===== src/rtl/ysyx_25030093_pkg.sv =====
// ysyx_25030093_pkg
// Shared definitions for the load/store unit: memory-operation encodings,
// the LSU FSM state type, and small helpers that classify an operation.
// Codes 9-15 are not listed and are treated like MEM_OP_NONE everywhere.
package ysyx_25030093_pkg;

    localparam logic [3:0] MEM_OP_NONE = 4'd0;
    localparam logic [3:0] MEM_OP_LB   = 4'd1;
    localparam logic [3:0] MEM_OP_LH   = 4'd2;
    localparam logic [3:0] MEM_OP_LW   = 4'd3;
    localparam logic [3:0] MEM_OP_LBU  = 4'd4;
    localparam logic [3:0] MEM_OP_LHU  = 4'd5;
    localparam logic [3:0] MEM_OP_SB   = 4'd6;
    localparam logic [3:0] MEM_OP_SH   = 4'd7;
    localparam logic [3:0] MEM_OP_SW   = 4'd8;

    typedef enum logic [1:0] {
        S_IDLE = 2'd0,
        S_REQ  = 2'd1,
        S_WAIT = 2'd2,
        S_DONE = 2'd3
    } lsu_state_e;

    function automatic logic op_is_load(input logic [3:0] op);
        return (op == MEM_OP_LB) || (op == MEM_OP_LH) || (op == MEM_OP_LW) ||
               (op == MEM_OP_LBU) || (op == MEM_OP_LHU);
    endfunction

    function automatic logic op_is_store(input logic [3:0] op);
        return (op == MEM_OP_SB) || (op == MEM_OP_SH) || (op == MEM_OP_SW);
    endfunction

    function automatic logic op_is_mem(input logic [3:0] op);
        return op_is_load(op) || op_is_store(op);
    endfunction

    // Halfword accesses need addr[0]==0, word accesses need addr[1:0]==0;
    // byte accesses and non-memory ops can never be misaligned.
    function automatic logic op_misaligned(input logic [3:0] op, input logic [1:0] addr_lo);
        logic is_half;
        logic is_word;
        is_half = (op == MEM_OP_LH) || (op == MEM_OP_LHU) || (op == MEM_OP_SH);
        is_word = (op == MEM_OP_LW) || (op == MEM_OP_SW);
        return (is_half && addr_lo[0]) || (is_word && (addr_lo != 2'b00));
    endfunction

endpackage


===== src/rtl/ysyx_25030093_lsu_align.sv =====
// ysyx_25030093_lsu_align
// Purely combinational lane logic for the LSU.
//   mem_op      : operation code (see ysyx_25030093_pkg)
//   addr_lo     : low two address bits selecting the byte/halfword lane
//   store_data  : raw store operand (rs2)
//   load_word   : full 32-bit word returned by memory
//   is_load     : op is a load
//   is_store    : op is a store
//   wstrb       : byte write strobes (0 for anything that is not a store)
//   wdata       : store data replicated across all lanes
//   load_data   : extracted and extended load result (0 for non-loads)
module ysyx_25030093_lsu_align
    import ysyx_25030093_pkg::*;
(
    input  logic [3:0]  mem_op,
    input  logic [1:0]  addr_lo,
    input  logic [31:0] store_data,
    input  logic [31:0] load_word,
    output logic        is_load,
    output logic        is_store,
    output logic [3:0]  wstrb,
    output logic [31:0] wdata,
    output logic [31:0] load_data
);

    function automatic logic [31:0] sext8(input logic signed [7:0] b);
        logic signed [31:0] ext;
        ext = b;
        return ext;
    endfunction

    function automatic logic [31:0] sext16(input logic signed [15:0] h);
        logic signed [31:0] ext;
        ext = h;
        return ext;
    endfunction

    logic [7:0]  ld_byte;
    logic [15:0] ld_half;

    always_comb begin
        is_load  = op_is_load(mem_op);
        is_store = op_is_store(mem_op);

        unique case (addr_lo)
            2'd0:    ld_byte = load_word[7:0];
            2'd1:    ld_byte = load_word[15:8];
            2'd2:    ld_byte = load_word[23:16];
            default: ld_byte = load_word[31:24];
        endcase
        ld_half = addr_lo[1] ? load_word[31:16] : load_word[15:0];

        load_data = 32'd0;
        wstrb     = 4'b0000;
        wdata     = 32'd0;
        case (mem_op)
            MEM_OP_LB:  load_data = sext8(ld_byte);
            MEM_OP_LH:  load_data = sext16(ld_half);
            MEM_OP_LW:  load_data = load_word;
            MEM_OP_LBU: load_data = {24'd0, ld_byte};
            MEM_OP_LHU: load_data = {16'd0, ld_half};
            // Store data is replicated into every lane so the strobes alone
            // decide which bytes memory actually updates.
            MEM_OP_SB: begin
                wstrb = 4'b0001 << addr_lo;
                wdata = {4{store_data[7:0]}};
            end
            MEM_OP_SH: begin
                wstrb = 4'b0011 << addr_lo;
                wdata = {2{store_data[15:0]}};
            end
            MEM_OP_SW: begin
                wstrb = 4'b1111;
                wdata = store_data;
            end
            default: ;
        endcase
    end

endmodule


===== src/rtl/ysyx_25030093_lsu.sv =====
// ysyx_25030093_lsu
// Single-outstanding load/store unit between execute and writeback.
// An operation is latched in IDLE, optionally issues one memory request
// (REQ), waits for the response or write acknowledge (WAIT), then presents
// the writeback result (DONE) until the consumer takes it.
//   clk, rst_n            : clock, asynchronous active-low reset
//   in_valid/in_ready     : execute-side handshake
//   in_addr, in_wdata     : effective address (or pass-through result), store data
//   in_mem_op             : operation code, in_rd_idx / in_rf_wen : destination
//   mem_req_*             : word-aligned memory request with lane strobes
//   mem_resp_valid/rdata  : memory response (read data or write acknowledge)
//   out_valid/out_ready   : writeback-side handshake
//   out_rd_data, out_rd_idx, out_rf_wen, out_misalign : writeback result
module ysyx_25030093_lsu
    import ysyx_25030093_pkg::*;
(
    input  logic        clk,
    input  logic        rst_n,
    input  logic        in_valid,
    output logic        in_ready,
    input  logic [31:0] in_addr,
    input  logic [31:0] in_wdata,
    input  logic [3:0]  in_mem_op,
    input  logic [4:0]  in_rd_idx,
    input  logic        in_rf_wen,
    output logic        mem_req_valid,
    input  logic        mem_req_ready,
    output logic [31:0] mem_req_addr,
    output logic        mem_req_wen,
    output logic [3:0]  mem_req_wstrb,
    output logic [31:0] mem_req_wdata,
    input  logic        mem_resp_valid,
    input  logic [31:0] mem_resp_rdata,
    output logic        out_valid,
    input  logic        out_ready,
    output logic [31:0] out_rd_data,
    output logic [4:0]  out_rd_idx,
    output logic        out_rf_wen,
    output logic        out_misalign
);

    lsu_state_e  state;
    lsu_state_e  state_nxt;

    logic [3:0]  op_q;
    logic [31:0] addr_q;
    logic [31:0] wdata_q;
    logic [31:0] rdata_q;
    logic [4:0]  rd_idx_q;
    logic        rf_wen_q;

    logic        is_load;
    logic        is_store;
    logic [31:0] load_data;
    logic        misalign_q;

    ysyx_25030093_lsu_align u_align (
        .mem_op     (op_q),
        .addr_lo    (addr_q[1:0]),
        .store_data (wdata_q),
        .load_word  (rdata_q),
        .is_load    (is_load),
        .is_store   (is_store),
        .wstrb      (mem_req_wstrb),
        .wdata      (mem_req_wdata),
        .load_data  (load_data)
    );

    always_ff @(posedge clk or negedge rst_n) begin
        if (!rst_n) begin
            state <= S_IDLE;
        end else begin
            state <= state_nxt;
        end
    end

    always_comb begin
        state_nxt     = state;
        in_ready      = 1'b0;
        mem_req_valid = 1'b0;
        out_valid     = 1'b0;
        unique case (state)
            S_IDLE: begin
                in_ready = 1'b1;
                if (in_valid) begin
                    // Misaligned and non-memory ops skip the memory entirely.
                    if (op_is_mem(in_mem_op) && !op_misaligned(in_mem_op, in_addr[1:0])) begin
                        state_nxt = S_REQ;
                    end else begin
                        state_nxt = S_DONE;
                    end
                end
            end
            S_REQ: begin
                mem_req_valid = 1'b1;
                if (mem_req_ready) begin
                    state_nxt = S_WAIT;
                end
            end
            S_WAIT: begin
                if (mem_resp_valid) begin
                    state_nxt = S_DONE;
                end
            end
            S_DONE: begin
                out_valid = 1'b1;
                if (out_ready) begin
                    state_nxt = S_IDLE;
                end
            end
            default: state_nxt = S_IDLE;
        endcase
    end

    // Everything the request and the result depend on is frozen here, so the
    // outputs stay stable across any amount of backpressure.
    always_ff @(posedge clk or negedge rst_n) begin
        if (!rst_n) begin
            op_q     <= 4'd0;
            addr_q   <= 32'd0;
            wdata_q  <= 32'd0;
            rdata_q  <= 32'd0;
            rd_idx_q <= 5'd0;
            rf_wen_q <= 1'b0;
        end else begin
            if (state == S_IDLE && in_valid) begin
                op_q     <= in_mem_op;
                addr_q   <= in_addr;
                wdata_q  <= in_wdata;
                rd_idx_q <= in_rd_idx;
                rf_wen_q <= in_rf_wen;
            end
            // Responses are only meaningful while a request is outstanding.
            if (state == S_WAIT && mem_resp_valid) begin
                rdata_q <= mem_resp_rdata;
            end
        end
    end

    assign misalign_q   = op_misaligned(op_q, addr_q[1:0]);

    assign mem_req_addr = {addr_q[31:2], 2'b00};
    assign mem_req_wen  = is_store;

    assign out_rd_idx   = rd_idx_q;
    assign out_misalign = misalign_q;
    assign out_rf_wen   = rf_wen_q && !misalign_q && !is_store && (rd_idx_q != 5'd0);

    always_comb begin
        if (misalign_q || is_store) begin
            out_rd_data = 32'd0;
        end else if (is_load) begin
            out_rd_data = load_data;
        end else begin
            out_rd_data = addr_q;
        end
    end

endmodule


===== config.mk =====
export PLATFORM = sky130hd
export DESIGN_NAME = ysyx_25030093_lsu
export DESIGN_NICKNAME = d
export VERILOG_FILES = /design/src/rtl/ysyx_25030093_pkg.sv /design/src/rtl/ysyx_25030093_lsu_align.sv /design/src/rtl/ysyx_25030093_lsu.sv
export SDC_FILE = /design/constraint.sdc
export NUM_CORES = 1
export LEC_CHECK = 0
export BUFFER_PORTS_ARGS = -buffer_cell sky130_fd_sc_hd__buf_2
export CAP_MARGIN = 5
export CORE_MARGIN = 2
export CORE_UTILIZATION = 51
export CTS_CLUSTER_SIZE = 25
export DETAILED_ROUTE_END_ITERATION = 12
export GPL_TIMING_DRIVEN = 0
export MAX_ROUTING_LAYER = met4
export PLACE_DENSITY = 0.78
export RECOVER_POWER = 100
export SETUP_SLACK_MARGIN = 0.1
export SLEW_MARGIN = 40
export SYNTH_ARGS = -nofsm -noshare
export SYNTH_HDL_FRONTEND = slang
export SYNTH_HIERARCHICAL = 1
export SYNTH_SLANG_ARGS = --single-unit

===== constraint.sdc =====
create_clock -name clk -period 3.2 [get_ports clk]
set_clock_uncertainty 0.15 [all_clocks]
set_input_delay 0.64 -clock clk [delete_from_list [all_inputs] [get_ports clk]]
set_output_delay 0.64 -clock clk [all_outputs]
set_load 0.01 [all_outputs]

==> out/metrics.cfg <==
[critical_path]
cp_cell_sequence = buf_6 -> mux4_2 -> and3b_1 -> buf_6 -> a221o_1 -> mux2i_2 -> nor3_4 -> buf_2
crit_top_cell = buf_6
cp_slowest_cell = mux4_2
worstSetupPathType = reg2out
critical_path_required_ps = 2410
crit_path_end_kind = primary output
cp_slowest_stage_delay_ps = 510
critPathMaxFanout = 8
crit_arrival_ps = 2390
critPathLaunchType = register

[timing]
rsz0062_at_grt = yes
fmax_mhz = 314
final.setup.tns_ps = 0
worst_pin_slew_ps = 2060
hold_viol = 0
fin_crit_ps = 3180
fin_hold_ws_ps = 355
fin_crit_sh_pct = 99.5
drv_slew = 46
slew-limit-headroom_pct = -37.6
setup_viol = 0

[clock_tree]
cts.clk_slew.worst_paths_ps = 70
numCtsBuffers = 9
cts.sinks = 108
clk_path_buf_depth = 2
cts_hold_buffers = 0
insertion_delay_ps = 350
ctsHtreeMaxLevel = 3
cts_tree = done
cts_root_buffer = clkbuf_16

[place]
dp_hpwl_mm = 14.0
dp_cells = 956
place_congestion = 0.911
port_buffers = 220

[routing]
vias = 5620
avgRoutedWirePerCell_um = 19.5
ant_nets = 0
drc_errors = 0
drtIter0Drc = 379
firstDrtPassIters = 4
drt_wl_total_mm = 19.4
viasPerCell = 5.67

[grt]
gr-usage-met3_pct = 6.37
antenna_found_initial = 2
grt_busiest_layer = met2
grt_pass1_wl_mm = 30.6
grt_pass1_vias = 5864
met2_usage_pct = 48.9
gr-usage-met1_pct = 34.7
grtUsageTotal_pct = 29.1
grt_max_degree = 65
grt_overflow = 0

[synthesis]
synth_cell_types = 52
synth_edf_count = 0
yosysSeqAreaShare_pct = 41.2
synth_area_mm2 = 0.00656
synth_warnings = 6
netlist_instances = 562
async_flop_share_pct = 100
ys_seq_elements = 108
syn_avg_cell_area_um2 = 11.7
synth_top_flop_cell = dfrtp_1

[floorplanning]
dieArea_mm2 = 0.0138
die_height_um = 117
rows = 41
die_w_um = 117
fp.coreArea_mm2 = 0.0126
ios = 223
start_util_pct = 52.2

[layout]
mostFrequentLayoutCell = buf_2
final_cell_mix = buf_2, mux2_2, dfrtp_1
final_nets = 931
areaGrowthSynthToFinish_pct = 31.5
drive_gt1_share_pct = 57.3
fin_cells = 992
fin_util_pct = 68.6

[power_and_ir_drop]
pwr-share-comb_pct = 63.1
pwr-share-seq_pct = 26.5
p_total_mw = 10.4
power.internal_mw = 5.94
power.share.switching_pct = 42.6
powerDensity_mw_per_mm2 = 1200
max-vdd-ir-drop_uv = 577
p_sw_mw = 4.41
p_clk_share_pct = 10.4
p_leak_nw = 4.05

[job]
max-cap-violations = 1

[hold_path]
hold_class = in2reg

[outcome]
status = finished with violations
violations = capacitance limit, slew limit

==> sequential cells by signal, summed over array words and instances (netlist names) <==
name / count
addr_q: 32
op_q: 4
out_rd_idx: 5
rdata_q: 32
rf_wen_q: 1
state: 2
wdata_q: 32
==> worst paths after layout <==
kind / from / end / slack, ps / depth (start not counted)
setup / recovery: addr_q[1] / out_rd_data[12] / 20 / 8
hold / removal: mem_resp_rdata[23] / rdata_q[23] / 350 / 2
setup reg to reg: state[0] / addr_q[3] / 480 / 6
hold reg to reg: wdata_q[29] / wdata_q[29] / 360 / 1
max in group asynchronous: rst_n / op_q[2] / 540 / 2
min in group asynchronous: rst_n / out_rd_idx[0] / 900 / 1
==> Yosys cell counts, types with 7 or more instances <==
cell | count | area (um^2)
a21oi_1 | 18 | 90.1
a221o_1 | 14 | 140
a22o_1 | 16 | 140
and2_1 | 24 | 150
and3_1 | 7 | 43.8
buf_2 | 24 | 120
buf_4 | 34 | 255
clkbuf_1 | 10 | 37.5
dfrtp_1 | 108 | 2700
mux2_2 | 107 | 1200
mux2i_1 | 42 | 420
mux4_2 | 7 | 158
nand2_1 | 16 | 60.1
nor2_1 | 8 | 30.0
nor3_2 | 26 | 260
o21ai_0 | 34 | 170
==> power by group through the flow <==
stage,combinational (mW),sequential (mW),clock (mW)
CTS,6.25,2.71,1.09
floorplan,4.15,2.50,0
global route,6.99,2.83,1.13
finish,6.53,2.75,1.08
global placement,5.57,2.70,0
detailed placement,5.72,2.75,0
==> routing by layer <==
| metal | wire length [um] | vias to the layer above |
|---|---|---|
| li1 | - | 2530 |
| met1 | 7730 | 2764 |
| met2 | 9570 | 287 |
| met3 | 1630 | 39 |
| met4 | 453 | 0 |
| met5 | 0 | - |
==> area by class of cell <==
class	instances	area, um^2
Multi-Input combinational cell	373	3510
Fill cell	1000	3950
Sequential cell	108	2710
Clock inverter	2	10.0
Inverter	5	18.8
Timing Repair Buffer	241	1230
Clock buffer	12	267
Buffer	77	653
Tap cell	172	215
Antenna cell	2	5.00
==> worst max-delay path: cells and delay by family (launching register included) <==
kind,cells,cell delay [ps]
AND/OR/NAND/NOR,2,240
flip-flops,1,380
buffers and inverters,3,390
AO/OA/AOI/OAI,1,300
multiplexers,2,720
==> kinds of logic (layout without fill, tap and decap cells) <==
kind of cell    Yosys count  in the layout  synth area share, %
compound gates           98             98                 10.2
simple gates            112            112                 12.1
fa+ha+maj                 4              4                0.763
buf+inv                  82            337                 8.30
mux                     156            156                 27.2
flops                   108            108                 41.2
other cells               1              4               0.0572
xor+xnor                  1              1                0.134
==> stage by stage <==
| stage | setup WS, ps | area, um^2 |
|---|---|---|
| finish | 16.1 | 8620 |
| detailed placement | -505 | 7910 |
| floorplan | 103 | 6560 |
| global placement | -438 | 7880 |
| CTS | 21.4 | 8500 |
| global route | -70.0 | 8620 |
==> what timing repair did <==
action	CTS	global route
pin swaps	4	5
setup endpoints to repair	51	46
gates resized for setup	57	48
gates cloned	0	1
setup buffers	17	2
Power figures use the tool's default switching activity.
